**src/rtl/pipe_ctrl_if.sv**
```systemverilog
// Handshake bundle between the pipeline datapath and its stall/flush controller.
// The controller takes the slave side; the datapath (or a bench) drives the master side.
interface pipe_ctrl_if #(
    parameter int CNT_W = 16
);
    // Hazard and memory-handshake events into the controller
    logic             ld_use;
    logic             br_taken;
    logic             imem_stall;
    logic             imem_done;
    logic             dmem_stall;
    logic             dmem_done;
    logic             halt_wb;

    // Pipeline register control and status out of the controller
    logic             pc_en;
    logic             ifid_en;
    logic             idex_en;
    logic             exmem_en;
    logic             memwb_en;
    logic             ifid_bubble;
    logic             idex_bubble;
    logic             exmem_bubble;
    logic             halted;
    logic [1:0]       state;
    logic [CNT_W-1:0] stall_cnt;

    modport master (
        output ld_use, br_taken, imem_stall, imem_done, dmem_stall, dmem_done, halt_wb,
        input  pc_en, ifid_en, idex_en, exmem_en, memwb_en,
        input  ifid_bubble, idex_bubble, exmem_bubble, halted, state, stall_cnt
    );

    modport slave (
        input  ld_use, br_taken, imem_stall, imem_done, dmem_stall, dmem_done, halt_wb,
        output pc_en, ifid_en, idex_en, exmem_en, memwb_en,
        output ifid_bubble, idex_bubble, exmem_bubble, halted, state, stall_cnt
    );
endinterface

```
**src/rtl/pipe_ctrl.sv**
```systemverilog
// Pipeline stall/flush controller: sequences load-use, branch, imem and dmem waits
// and halt, and counts cycles in which the PC was frozen outside HALT.
module pipe_ctrl #(
    parameter int CNT_W = 16
) (
    input  logic        clk,
    input  logic        rst_n,
    pipe_ctrl_if.slave  bus
);

    typedef enum logic [1:0] {
        RUN   = 2'd0,
        IWAIT = 2'd1,
        DWAIT = 2'd2,
        HALT  = 2'd3
    } state_t;

    localparam logic [CNT_W-1:0] CNT_ONE = {{(CNT_W-1){1'b0}}, 1'b1};

    state_t           state_reg, state_next;
    logic             i_pend_reg, i_pend_next;
    logic [CNT_W-1:0] cnt_reg;

    // en = {pc, ifid, idex, exmem, memwb}; bub = {ifid, idex, exmem}
    logic [4:0]       en;
    logic [2:0]       bub;
    logic [2:0]       bub_gated;

    always_ff @(posedge clk or negedge rst_n) begin
        if (!rst_n) begin
            state_reg  <= RUN;
            i_pend_reg <= 1'b0;
            cnt_reg    <= '0;
        end else begin
            state_reg  <= state_next;
            i_pend_reg <= i_pend_next;
            if (!en[4] && (state_reg != HALT) && (cnt_reg != '1))
                cnt_reg <= cnt_reg + CNT_ONE;
        end
    end

    always_comb begin
        state_next  = state_reg;
        i_pend_next = i_pend_reg;
        en          = 5'b11111;
        bub         = 3'b000;

        unique case (state_reg)
            RUN: begin
                if (bus.halt_wb) begin
                    en          = 5'b00000;
                    i_pend_next = 1'b0;
                    state_next  = HALT;
                end else if (bus.dmem_stall) begin
                    en          = 5'b00000;
                    i_pend_next = bus.imem_stall;
                    state_next  = DWAIT;
                end else if (bus.br_taken) begin
                    bub = 3'b110;
                end else if (bus.imem_stall) begin
                    en[4]      = 1'b0;
                    bub        = 3'b100;
                    state_next = IWAIT;
                end else if (bus.ld_use) begin
                    en[4] = 1'b0;
                    en[3] = 1'b0;
                    bub   = 3'b010;
                end
            end

            IWAIT: begin
                if (bus.halt_wb) begin
                    en          = 5'b00000;
                    i_pend_next = 1'b0;
                    state_next  = HALT;
                end else if (bus.dmem_stall) begin
                    en          = 5'b00000;
                    i_pend_next = bus.imem_stall;
                    state_next  = DWAIT;
                end else if (bus.br_taken) begin
                    // Branch parks in EX; a fetch completing now is discarded since
                    // the branch redirects the PC once back in RUN.
                    en  = 5'b00011;
                    bub = 3'b001;
                    if (bus.imem_done)
                        state_next = RUN;
                end else if (bus.imem_done) begin
                    state_next = RUN;
                end else begin
                    en[4] = 1'b0;
                    bub   = 3'b100;
                end
            end

            DWAIT: begin
                en = 5'b00000;
                if (bus.halt_wb) begin
                    i_pend_next = 1'b0;
                    state_next  = HALT;
                end else begin
                    if (bus.imem_done)
                        i_pend_next = 1'b0;
                    if (bus.dmem_done) begin
                        en          = 5'b11111;
                        i_pend_next = 1'b0;
                        state_next  = (i_pend_reg && !bus.imem_done) ? IWAIT : RUN;
                    end
                end
            end

            HALT: begin
                en = 5'b00000;
            end

            default: begin
                en = 5'b00000;
            end
        endcase
    end

    // A bubble is only meaningful while its register actually loads.
    for (genvar gi = 0; gi < 3; gi++) begin : g_bub
        assign bub_gated[gi] = bub[gi] & en[gi+1];
    end

    assign bus.pc_en        = en[4];
    assign bus.ifid_en      = en[3];
    assign bus.idex_en      = en[2];
    assign bus.exmem_en     = en[1];
    assign bus.memwb_en     = en[0];
    assign bus.ifid_bubble  = bub_gated[2];
    assign bus.idex_bubble  = bub_gated[1];
    assign bus.exmem_bubble = bub_gated[0];
    assign bus.halted       = (state_reg == HALT);
    assign bus.state        = state_reg;
    assign bus.stall_cnt    = cnt_reg;

endmodule

```
**src/flat_wrapper.sv**
```systemverilog
// flat-port wrapper written by rule: the top's interface ports become plain ports
module pipe_ctrl_flat 
#(
    parameter int CNT_W = 16
)
  (clk, rst_n, bus_ld_use, bus_br_taken, bus_imem_stall, bus_imem_done, bus_dmem_stall, bus_dmem_done, bus_halt_wb, bus_pc_en, bus_ifid_en, bus_idex_en, bus_exmem_en, bus_memwb_en, bus_ifid_bubble, bus_idex_bubble, bus_exmem_bubble, bus_halted, bus_state, bus_stall_cnt);
  pipe_ctrl_if #(.CNT_W(CNT_W)) bus_i ();
  input  logic clk;
  input  logic rst_n;
  input wire logic [$bits(bus_i.ld_use)-1:0] bus_ld_use;
  input wire logic [$bits(bus_i.br_taken)-1:0] bus_br_taken;
  input wire logic [$bits(bus_i.imem_stall)-1:0] bus_imem_stall;
  input wire logic [$bits(bus_i.imem_done)-1:0] bus_imem_done;
  input wire logic [$bits(bus_i.dmem_stall)-1:0] bus_dmem_stall;
  input wire logic [$bits(bus_i.dmem_done)-1:0] bus_dmem_done;
  input wire logic [$bits(bus_i.halt_wb)-1:0] bus_halt_wb;
  output wire logic [$bits(bus_i.pc_en)-1:0] bus_pc_en;
  output wire logic [$bits(bus_i.ifid_en)-1:0] bus_ifid_en;
  output wire logic [$bits(bus_i.idex_en)-1:0] bus_idex_en;
  output wire logic [$bits(bus_i.exmem_en)-1:0] bus_exmem_en;
  output wire logic [$bits(bus_i.memwb_en)-1:0] bus_memwb_en;
  output wire logic [$bits(bus_i.ifid_bubble)-1:0] bus_ifid_bubble;
  output wire logic [$bits(bus_i.idex_bubble)-1:0] bus_idex_bubble;
  output wire logic [$bits(bus_i.exmem_bubble)-1:0] bus_exmem_bubble;
  output wire logic [$bits(bus_i.halted)-1:0] bus_halted;
  output wire logic [$bits(bus_i.state)-1:0] bus_state;
  output wire logic [$bits(bus_i.stall_cnt)-1:0] bus_stall_cnt;
  assign bus_i.ld_use = bus_ld_use;
  assign bus_i.br_taken = bus_br_taken;
  assign bus_i.imem_stall = bus_imem_stall;
  assign bus_i.imem_done = bus_imem_done;
  assign bus_i.dmem_stall = bus_dmem_stall;
  assign bus_i.dmem_done = bus_dmem_done;
  assign bus_i.halt_wb = bus_halt_wb;
  assign bus_pc_en = bus_i.pc_en;
  assign bus_ifid_en = bus_i.ifid_en;
  assign bus_idex_en = bus_i.idex_en;
  assign bus_exmem_en = bus_i.exmem_en;
  assign bus_memwb_en = bus_i.memwb_en;
  assign bus_ifid_bubble = bus_i.ifid_bubble;
  assign bus_idex_bubble = bus_i.idex_bubble;
  assign bus_exmem_bubble = bus_i.exmem_bubble;
  assign bus_halted = bus_i.halted;
  assign bus_state = bus_i.state;
  assign bus_stall_cnt = bus_i.stall_cnt;
  pipe_ctrl #(.CNT_W(CNT_W)) u_core (.clk(clk), .rst_n(rst_n), .bus(bus_i));
endmodule
```
**config.mk**
```make
export PLATFORM = sky130hd
export DESIGN_NAME = pipe_ctrl_flat
export DESIGN_NICKNAME = d
export VERILOG_FILES = /design/src/rtl/pipe_ctrl_if.sv /design/src/rtl/pipe_ctrl.sv /design/src/flat_wrapper.sv
export SDC_FILE = /design/constraint.sdc
export NUM_CORES = 1
export LEC_CHECK = 0
export CAP_MARGIN = 15
export CELL_PAD_IN_SITES_DETAIL_PLACEMENT = 0
export CELL_PAD_IN_SITES_GLOBAL_PLACEMENT = 1
export CORE_MARGIN = 2
export CORE_UTILIZATION = 35
export DETAILED_ROUTE_END_ITERATION = 7
export MAX_ROUTING_LAYER = met4
export PLACE_DENSITY = 0.9
export SYNTH_ARGS = -nofsm -noshare
export SYNTH_HDL_FRONTEND = slang
export SYNTH_SLANG_ARGS = --single-unit
```
**constraint.sdc**
```tcl
create_clock -name clk -period 2.3 [get_ports clk]
set_input_delay 0.46 -clock clk [delete_from_list [all_inputs] [get_ports clk]]
set_output_delay 0.46 -clock clk [all_outputs]
set_load 0.02 [all_outputs]
```
# Word level (Yosys, flattened, before mapping)
# Index checks and enable logic that the tools add are counted.
[op_classes] n_addsub=1 eq_ne=11 n_mux=42 bitwise_logic=3 n_reduce_logical=11
[op_table] operator="3-bit two-way mux" count=9
[op_table] operator="2-bit two-way mux" count=13
[op_table] operator="5-bit two-way mux" count=5
[op_table] operator="5-bit one-hot mux with 4 select lines" count=1
[op_table] operator="16-bit by 1-bit adder with 16-bit output (second input constant)" count=1
[op_table] operator="16-bit inequality test (second input constant)" count=1
[op_table] operator="4-bit inequality test (second input constant)" count=4
[op_table] operator="1-bit two-way mux" count=10
[op_table] operator="2-bit one-hot mux with 3 select lines" count=1
[op_table] operator="3-bit one-hot mux with 2 select lines" count=1
[op_table] operator="5-bit AND reduction" count=1
[op_table] operator="2-bit == test (second input constant)" count=2
[op_table] operator="4-bit two-way mux" count=1
[op_table] operator="1-bit bitwise AND" count=3
[op_table] operator="1-bit logical AND" count=3
[op_table] operator="3-bit by 1-bit inequality test with 1-bit output (second input constant)" count=1
[op_table] operator="3-bit inequality test (second input constant)" count=1
[op_table] operator="3-bit AND reduction" count=1
[op_table] operator="3-bit nonzero test" count=1
[op_table] operator="2-bit by 1-bit == test with 1-bit output (second input constant)" count=1
[op_table] operator="1-bit logical NOT" count=2
[op_table] operator="2-bit logical NOT" count=1
[op_table] operator="2-bit inequality test (second input constant)" count=1
[op_table] operator="1-bit one-hot mux with 2 select lines" count=1
[op_table] operator="other kinds (2)" count=2
[totals] register_bits=19 input_bits=9

# Longest topological paths before layout
# Gate-level depths: netlist of run 1.
[logic_depth] ltp_word=9 ltp_mapped=7 depth_no_buf=7

# Least setup slack after synthesis of run 1
# OpenSTA, ideal clock, no wires.
[synth_timing] kind="register to output" startpoint="reg u_core.state_reg[1], in the netlist u_core.bus.state[1]" endpoint="out bus_ifid_bubble" arrival_ps=2019 required_time_ps=1840 slack_ps=-179 stages_incl_launch_ff=7 cell_sequence="dfrtp_1 > inv_1 > ha_1 > nor2b_1 > o21ai_0 > o21ai_0 > and3_1"
[synth_via] elab_chain_cells=3 word_cells_on_any_way=7
[synth_lines] item="start, declared" line="pipe_ctrl.sv:20" source="state_t state_reg, state_next;"
[synth_lines] item="start signal, assigned" line="pipe_ctrl.sv:35" source="state_reg <= state_next;"
[synth_lines] item="2-bit == test (tied with other cells)" line="pipe_ctrl.sv:48" source="unique case (state_reg)"
[synth_lines] item="5-bit one-hot mux with 4 select lines *" line="pipe_ctrl.sv:48"
[synth_lines] item="named net bus_ifid_en" line="flat_wrapper.sv:18" source="output wire logic [$bits(bus_i.ifid_en)-1:0] bus_ifid_en;"
[synth_lines] item="1-bit bitwise AND *" line="pipe_ctrl.sv:123" source="assign bub_gated[gi] = bub[gi] & en[gi+1];"
[synth_lines] item="end, declared" line="flat_wrapper.sv:22" source="output wire logic [$bits(bus_i.ifid_bubble)-1:0] bus_ifid_bubble;"
# The timed path passes the listed nets; every way through them passes the cells marked *.

# Worst setup path after layout of run 1
[layout_timing] startpoint="reg u_core.state_reg[0], in the netlist u_core.bus.state[0]" endpoint="out bus_pc_en"
[layout_via] elab_chain_cells=2 word_cells_on_any_way=5
[layout_lines] item="2-bit == test (tied with other cells)" line="pipe_ctrl.sv:48"
[layout_lines] item="5-bit one-hot mux with 4 select lines *" line="pipe_ctrl.sv:48"
[layout_lines] item="end, declared" line="flat_wrapper.sv:17" source="output wire logic [$bits(bus_i.pc_en)-1:0] bus_pc_en;"
# Mark *: on every way between the ends. The rest lies on a longest branch, timed or not.

==> impl_metrics.json, run 1 <==
{
  "antenna_found_initial": 0,
  "setup_viol": 0,
  "p_int_mw": 1.06,
  "largest_register_ffs": 16,
  "synth_most_common_cell": "dfrtp_1",
  "worstMarginPinSlew_ns": 0.475,
  "cp_max_fo": 6,
  "max_freq_ghz": 0.455,
  "cts.clk_slew.worst_paths_ns": 0.11,
  "antennaDiodeCount": 0,
  "grt_pass1_wl_um": 5260,
  "fin_area_sq_mm": 0.00178,
  "critPathMaxStageDelay_ns": 0.44,
  "n_fill_cell": 325,
  "tns_ns": 0,
  "die_width_um": 62.6,
  "end_kind": "primary output",
  "portBuffers": 35,
  "critical_path_class": "flip-flop to primary output",
  "die_y_um": 62.6,
  "rr_startpoint": "u_core.bus.state[0]$_DFFE_PN0P_",
  "start_util_pct": 36.2,
  "overflow": 0,
  "routabilityCongestion": 0.885,
  "crit_arrival_ns": 1.74,
  "yosysSeqAreaShare_pct": 39.6,
  "hold_viol": 0,
  "p_clk_share_pct": 9.3,
  "cts_sinks": 19,
  "syn-num-nets": 138,
  "vdd_drop_max_v": 0.000729,
  "grt_max_degree": 20,
  "synth_area_leaders": "dfrtp_1 (40%), xor2_1 (7.3%), ha_1 (6.3%)",
  "cts_hold_buf": 0,
  "crit_required_ns": 1.84,
  "vias": 1104,
  "grt_use_total_pct": 16.8,
  "min_period_over_period_pct": 95.6,
  "drv_cap": 0,
  "layout.nets": 192,
  "cp_cell_sequence": "inv_2 > ha_4 > nor3b_2 > buf_4 > a22oi_2 > nand2_1 > clkdlybuf4s15_2",
  "max-slew-margin-rel_pct": 68.1,
  "synth_edf_count": 0,
  "yosys_warnings": 0,
  "core_region_area_sq_mm": 0.00331,
  "r2r_cells": 9,
  "drtIter0Drc": 43,
  "yosys.area.top_type_share_pct": 39.6,
  "ys.flop_type": "dfrtp_1",
  "ff2ff_setup_slack_ns": 0.30,
  "min_period_ns": 2.20,
  "critPathSlowestCell": "dfrtp_2",
  "p_leak_nw": 0.797,
  "htreeDepth": 1,
  "ys_seq_elements": 19,
  "num_rows": 21,
  "synthArstFlopShare_pct": 100,
  "outcome": "finished clean",
  "power-per-cell-area_mw_per_mm2": 1030,
  "finClkSkew_ns": 0.00345,
  "drtAntennaViolNets": 0,
  "switching_power_mw": 0.771,
  "r2r_end": "u_core.bus.stall_cnt[15]$_DFFE_PN0P_",
  "worst_hold_slack_ns": 0.478,
  "first_pass_iters": 4,
  "numCtsBuffers": 3,
  "place_area_sq_mm": 0.00171,
  "ioPinCount": 36,
  "grt_pass1_vias": 1132,
  "yosys.area.top_type": "dfrtp_1",
  "vias_per_cell": 4.97,
  "clock-root-buffer": "clkbuf_4",
  "syn_inst": 123,
  "drt-wirelength-per-cell_um": 13.6,
  "cts_tree": "built",
  "comb_power_share_pct": 60.8,
  "synth_area_per_cell_sq_um": 9.76,
  "ctsLongestPathBuffers": 2,
  "drive_gt1_share_pct": 24.4,
  "hpwl_um": 2370,
  "drt-total-wl_um": 3020,
  "dieArea_sq_mm": 0.00391,
  "pwr-share-seq_pct": 30.0,
  "drc_errors": 0,
  "syn_to_final_growth_pct": 48.2,
  "clk_latency_ns": 0.30,
  "synthesis.area_sq_mm": 0.00120,
  "p_sw_share_pct": 42.1,
  "report.final.slew_viol_count": 0,
  "rsz0062_at_grt": "false",
  "start_kind": "flip-flop",
  "synthTopCellsByCount": "dfrtp_1 (19), nand2_1 (11), xor2_1 (10)",
  "hp-class": "input port to async pin",
  "ys_types": 36
}
[cells by family (layout without fill, tap and decap cells)]
kind of cell / count (synthesis) / count (layout) / share of synthesized area (%)
simple gates: 59 / 59 / 28.6
xor+xnor: 15 / 15 / 10.9
buf+inv: 6 / 59 / 2.50
flops: 19 / 19 / 39.6
fa+ha+maj: 6 / 6 / 6.26
mux: 2 / 2 / 2.19
compound gates: 16 / 16 / 9.91
[repair_timing]
item                                    4_1_cts  5_1_grt
endpoints found under the setup margin        8        8
resized for setup                            24       11
pin swaps                                     0        1
setup buffers                                 0        0
endpoints found under the hold margin         0        0
gates cloned                                  0        0
[area by class of cell]
| cell class | instances | area (sq um) | area share, % |
|---|---|---|---|
| Clock buffer | 4 | 26.3 | 1.48 |
| Inverter | 4 | 15.0 | 0.844 |
| Multi-Input combinational cell | 98 | 736 | 41.4 |
| Sequential cell | 19 | 477 | 26.8 |
| Tap cell | 46 | 57.6 | 3.24 |
| Timing Repair Buffer | 51 | 467 | 26.2 |
[worst max-delay path by stage]
stage / end / slack (ns) / cells past startpoint / from
2_1_floorplan: bus_ifid_bubble / 0.02 / 6 / u_core.bus.state[1]$_DFFE_PN0P_
3_3_place_gp: bus_pc_en / -0.34 / 5 / bus_halt_wb
3_5_place_dp: bus_pc_en / -0.37 / 5 / bus_halt_wb
4_1_cts: bus_ifid_bubble / -0.08 / 7 / u_core.bus.state[1]$_DFFE_PN0P_
5_1_grt: bus_ifid_bubble / 0.01 / 7 / u_core.bus.state[1]$_DFFE_PN0P_
6_report: bus_pc_en / 0.10 / 7 / u_core.bus.state[0]$_DFFE_PN0P_
[through the flow]
step,worst slack (ns),std cells,power (mW),util [%]
floorplan,0.0174,123,1.15,-
CTS,-0.0785,222,1.79,52.9
finish,0.101,222,1.83,53.7
global placement,-0.343,218,1.59,51.7
global route,0.0100,222,1.96,53.7
detailed placement,-0.373,218,1.62,51.7
[layer usage]
metal	vias up	routed length, um	global-route usage [%]
met2	33	1450	26.9
met1	511	1380	22.0
met5	-	0	-
met4	0	41	3.89
li1	554	-	-
met3	6	142	3.60
[worst max-delay path: cells and delay by family (launching register included)]
kind / cells / cell delay [ns]
buffers and inverters: 3 / 0.46
flip-flops: 1 / 0.44
AND/OR/NAND/NOR: 2 / 0.23
adder cells (fa/ha/maj): 1 / 0.18
AO/OA/AOI/OAI: 1 / 0.13
[power groups by stage]
stage	clock [mW]	combinational [mW]	sequential, mW
after global routing	0.188	1.21	0.567
final	0.170	1.11	0.548
after floorplan	0	0.518	0.635
after detailed placement	0	1.07	0.544
after CTS	0.173	1.08	0.538
after global placement	0	1.05	0.536
[layout by cell type, fill, tap and decap left out, types with 2 or more instances in the layout]
cell	n
inv_1	2
dlymetal6s2s_1	2
o21ai_1	2
inv_2	2
nand3_1	6
nand3b_1	2
nor2_1	7
clkbuf_4	3
xnor2_1	5
ha_1	4
buf_2	2
clkdlybuf4s50_1	25
nand4_1	5
buf_4	16
nand2_1	11
and3_1	5
o21ai_0	4
dlygate4sd2_1	2
nand3_2	2
nor4_1	3
clkdlybuf4s15_2	3
xor2_1	10
dfrtp_1	18
ha_4	2
a21oi_1	2
nor3_1	7
Note: power is estimated with default switching activity, not from simulation.
==> run 2, diff against run 1 <==
- CORE_MARGIN: 2 -> unset
==> impl_metrics.json, run 2 (same netlist as run 1, synthesis figures left out) <==
{
  "rsz0062_at_grt": "false",
  "p_leak_nw": 0.807,
  "start_util_pct": 38.1,
  "final_common_cell": "clkdlybuf4s50_1",
  "clk_latency_ns": 0.31,
  "antenna_found_initial": 0,
  "critPathMostFrequentCell": "o21ai_1",
  "vdd_drop_max_v": 0.000687,
  "htreeDepth": 1,
  "cts_sinks": 19,
  "dieArea_sq_mm": 0.00367,
  "numCtsBuffers": 3,
  "min_period_ns": 2.21,
  "outcome": "finished clean",
  "largest_register_ffs": 16,
  "core_region_area_sq_mm": 0.00315,
  "drt-total-wl_um": 3000,
  "post-route-worst-setup-slack_ns": 0.0854,
  "syn_to_final_growth_pct": 49.1,
  "routabilityCongestion": 0.834,
  "ioPinCount": 36,
  "fin_area_sq_mm": 0.00179,
  "overflow": 0,
  "min_period_over_period_pct": 96.3,
  "n_fill_cell": 302,
  "total_power_mw": 1.85,
  "final_cell_mix": "clkdlybuf4s50_1 (25), buf_4 (19), dfrtp_1 (18), nand2_1 (11), xor2_1 (10)",
  "portBuffers": 35,
  "dp_slack_ns": -0.371,
  "drive_gt1_share_pct": 27.5,
  "drv_cap": 0,
  "critical_path_class": "flip-flop to primary output",
  "tns_ns": 0,
  "cts_hold_buf": 0,
  "vias": 1147,
  "layout.nets": 194,
  "ctsLongestPathBuffers": 2,
  "drtIter0Drc": 56,
  "antennaDiodeCount": 0,
  "max-slew-margin-rel_pct": 69.3,
  "hp-class": "input port to async pin",
  "drtAntennaViolNets": 0,
  "die_y_um": 60.6,
  "grt_pass1_vias": 1141,
  "grt_pass1_wl_um": 4920,
  "end_kind": "primary output",
  "setup_viol": 0,
  "worst_hold_slack_ns": 0.477,
  "cp_max_fo": 6,
  "critPathSlowestCell": "dfrtp_1",
  "die_width_um": 60.6,
  "hpwl_um": 2300,
  "drc_errors": 0,
  "clock-root-buffer": "clkbuf_4",
  "first_pass_iters": 4,
  "cts.clk_slew.worst_paths_ns": 0.12,
  "grt_use_total_pct": 18.3,
  "num_rows": 20,
  "crit_required_ns": 1.84,
  "place_area_sq_mm": 0.00172,
  "hold_viol": 0,
  "grt_max_degree": 20,
  "worstMarginPinSlew_ns": 0.458,
  "drt-wirelength-per-cell_um": 13.5,
  "vias_per_cell": 5.17,
  "crit_arrival_ns": 1.75,
  "cp_cell_sequence": "inv_2 > ha_4 > nor2b_2 > o21ai_1 > o21ai_1 > and3_1 > buf_4",
  "power-per-cell-area_mw_per_mm2": 1040,
  "critPathMaxStageDelay_ns": 0.41,
  "max_freq_ghz": 0.452,
  "finClkSkew_ns": 0.00650,
  "start_kind": "flip-flop",
  "cts_tree": "built",
  "report.final.slew_viol_count": 0
}
[run 2: final timing paths]
check                                                     start                                    to  slack [ns]  cells past startpoint
max in group asynchronous                                 rst_n       u_core.bus.state[0]$_DFFE_PN0P_        1.60                      2
hold / removal                                            rst_n  u_core.bus.stall_cnt[14]$_DFFE_PN0P_        0.48                      2
min in group clk           u_core.bus.stall_cnt[15]$_DFFE_PN0P_  u_core.bus.stall_cnt[15]$_DFFE_PN0P_        0.51                      1
setup reg to reg                u_core.bus.state[0]$_DFFE_PN0P_  u_core.bus.stall_cnt[15]$_DFFE_PN0P_        0.31                      9
setup / recovery                u_core.bus.state[1]$_DFFE_PN0P_                       bus_ifid_bubble        0.09                      7
hold reg to reg            u_core.bus.stall_cnt[15]$_DFFE_PN0P_  u_core.bus.stall_cnt[15]$_DFFE_PN0P_        0.51                      1
[run 2: stage by stage]
step                instances  util, %
floorplan                 123        -
global placement          217     54.5
detailed placement        217     54.5
CTS                       222     57.0
global route              222     56.7
finish                    222     56.7
[run 2: area by class of cell]
cell class	instances	area [sq um]	share of cell area, %
clock buffers	3	22.5	1.26
clock inverters	1	5.00	0.280
inverters	4	15.0	0.839
multi-input cells	98	757	42.3
flip-flops and latches	19	477	26.6
well taps	44	55.1	3.08
repair buffers	53	458	25.6
[run 2: metal layers]
layer | wire length (um) | share of wire, % | GRT usage, % | vias up
met1 | 1390 | 46 | 23.8 | 556
met2 | 1460 | 48 | 29.5 | 31
li1 | - | - | - | 553
met5 | 0 | 0 | - | -
met4 | 53 | 1.8 | 6.82 | 0
met3 | 106 | 3.5 | 1.92 | 7
[run 2: critical path, delay by kind of cell (launching register included)]
family,cells,cell delay [ns]
buf+inv,2,0.24
compound gates,2,0.27
flops,1,0.41
fa+ha+maj,1,0.16
simple gates,2,0.34
[run 2: repair_timing]
action,in CTS,in global routing
endpoints found under the setup margin,8,8
setup buffers,1,0
pin swaps,1,0
resized for setup,26,14
[run 2: where the power goes]
part / switching (mW) / total (mW) / internal [mW] / leakage, nW
sequential: 0.115 / 0.546 / 0.431 / 0.241
clock: 0.113 / 0.178 / 0.0650 / 0.0177
combinational: 0.560 / 1.13 / 0.569 / 0.548
total: 0.789 / 1.85 / 1.06 / 0.807
==> run 3, diff against run 2 <==
- CORE_UTILIZATION: 35 -> 46
- CTS_CLUSTER_DIAMETER: unset -> 80
- DONT_BUFFER_PORTS: unset -> 1
- PLACE_DENSITY: 0.9 -> 0.88
==> impl_metrics.json, run 3 (same netlist as run 1, synthesis figures left out) <==
{
  "outcome": "finished clean",
  "max-slew-margin-rel_pct": 43.8,
  "largest_register_ffs": 16,
  "crit_start": "u_core.bus.state[0]$_DFFE_PN0P_",
  "worstMarginPinSlew_ns": 0.840,
  "grt_pass1_wl_um": 4060,
  "die_width_um": 53.1,
  "crit_arrival_ns": 1.79,
  "num_rows": 18,
  "cts_setup_buffers": 0,
  "cts.clk_slew.worst_paths_ns": 0.10,
  "layout.nets": 146,
  "drive_gt1_share_pct": 18.5,
  "final_util_pct": 53.6,
  "max_freq_ghz": 0.444,
  "cp_max_fo": 7,
  "pwr-share-seq_pct": 41.7,
  "drv_cap": 0,
  "antennaDiodeCount": 0,
  "n_fill_cell": 224,
  "vias_per_cell": 5.99,
  "dieArea_sq_mm": 0.00282,
  "clk_latency_ns": 0.28,
  "setup_viol": 0,
  "core_region_area_sq_mm": 0.00248,
  "total_power_mw": 1.49,
  "report.final.slew_viol_count": 0,
  "ff2ff_setup_slack_ns": 0.23,
  "p_clk_share_pct": 10.8,
  "p_sw_share_pct": 45.7,
  "p_int_mw": 0.807,
  "vdd_drop_max_v": 0.000819,
  "end_kind": "primary output",
  "drc_errors": 0,
  "drt-wirelength-per-cell_um": 15.5,
  "cts_sinks": 19,
  "drtIter0Drc": 23,
  "drtAntennaViolNets": 0,
  "syn_to_final_growth_pct": 10.7,
  "start_kind": "flip-flop",
  "switching_power_mw": 0.679,
  "r2r_cells": 7,
  "grt_pass1_vias": 934,
  "ioPinCount": 36,
  "finClkSkew_ns": 0.00291,
  "routabilityCongestion": 0.803,
  "clock-root-buffer": "clkbuf_4",
  "final_cell_mix": "dfrtp_1 (19), nand2_1 (10), xor2_1 (10), nor2_1 (8), nor3_1 (7)",
  "first_pass_iters": 4,
  "endpoint": "bus_idex_bubble",
  "hp-class": "input port to flip-flop",
  "p_leak_nw": 0.585,
  "die_y_um": 53.1,
  "vias": 958,
  "htreeDepth": 1,
  "start_util_pct": 48.4,
  "grt_use_total_pct": 20.2,
  "final_common_cell": "dfrtp_1",
  "crit_required_ns": 1.84,
  "overflow": 0,
  "power-per-cell-area_mw_per_mm2": 1120,
  "min_period_ns": 2.25,
  "rsz0062_at_grt": "true",
  "numCtsBuffers": 3,
  "rr_startpoint": "u_core.bus.state[0]$_DFFE_PN0P_",
  "hold_viol": 0,
  "grt_max_degree": 20,
  "cts_tree": "built",
  "drt-total-wl_um": 2490,
  "r2r_end": "u_core.bus.stall_cnt[15]$_DFFE_PN0P_",
  "antenna_found_initial": 0,
  "ctsLongestPathBuffers": 2,
  "comb_power_share_pct": 47.5,
  "portBuffers": 0,
  "min_period_over_period_pct": 97.9,
  "hpwl_um": 1860,
  "critical_path_class": "flip-flop to primary output"
}
## run 3: cell types whose count changed in the layout (fill, tap and decap cells not counted), sizes merged
cell and change:
dlymetal6s2s -1, dlygate4sd3 +1, clkinv -1, clkdlybuf4s50 -25, clkbuf -4, dlygate4sd2 -2, clkdlybuf4s15 -1, buf -15
## run 3: worst min-delay path by stage
stage                 from                              endpoint  slack, ns  cells after the start
6_report       bus_halt_wb       u_core.bus.state[1]$_DFFE_PN0P_       0.47                      4
5_1_grt        bus_halt_wb       u_core.bus.state[1]$_DFFE_PN0P_       0.48                      4
4_1_cts        bus_halt_wb       u_core.bus.state[1]$_DFFE_PN0P_       0.46                      4
3_5_place_dp         rst_n  u_core.bus.stall_cnt[14]$_DFFE_PN0P_       0.16                      0
3_3_place_gp         rst_n  u_core.bus.stall_cnt[12]$_DFFE_PN0P_       0.16                      0
2_1_floorplan        rst_n   u_core.bus.stall_cnt[0]$_DFFE_PN0P_       0.16                      0
## run 3: repair_timing
action,in CTS,in global routing
endpoints found under the setup margin,2,6
pin swaps,0,1
hold endpoints to repair,19,0
hold buffers,1,0
gates resized for setup,3,6
## run 3: layout make-up
type	instances	area (sq um)	share of cell area (%)
multi-input cells	98	734	55.3
inverters	4	15.0	1.13
repair buffers	5	40.0	3.01
flip-flops and latches	19	475	35.8
well taps	30	37.5	2.82
clock buffers	4	26.3	1.98
## run 3: per-stage QoR
step | hold WS [ns] | instance area, sq um | TNS [ns] | setup WS [ns] | instances
2_1_floorplan | 0.164 | 1200 | 0 | 0.0174 | 123
3_3_place_gp | 0.165 | 1250 | 0 | 0.309 | 155
3_5_place_dp | 0.165 | 1250 | 0 | 0.282 | 155
4_1_cts | 0.455 | 1300 | 0 | 0.0179 | 160
5_1_grt | 0.483 | 1330 | -0.123 | -0.0705 | 160
6_report | 0.470 | 1330 | 0 | 0.0476 | 160
## run 3: power groups by stage
stage	clock network, mW	registers (mW)	logic, mW
2_1_floorplan	0	0.635	0.518
3_3_place_gp	0	0.625	0.659
3_5_place_dp	0	0.628	0.669
4_1_cts	0.166	0.622	0.683
5_1_grt	0.179	0.643	0.784
6_report	0.160	0.619	0.706
## run 3: worst max-delay path, stage by stage, from the launching register on
cell and delay [ns]:
dfrtp_1 0.42, inv_1 0.09, ha_1 0.29, nor3b_2 0.26, o21ai_0 0.17, nor2_1 0.13, buf_4 0.14
## run 3: layer usage
| layer | part of all wire, % | vias to the layer above | wire length, um | GRT usage [%] |
|---|---|---|---|---|
| li1 | - | 457 | - | - |
| met5 | 0 | - | 0 | - |
| met1 | 41 | 458 | 1020 | 24.5 |
| met3 | 9.0 | 4 | 224 | 4.89 |
| met4 | 1.2 | 0 | 31 | 9.21 |
| met2 | 49 | 39 | 1210 | 31.6 |
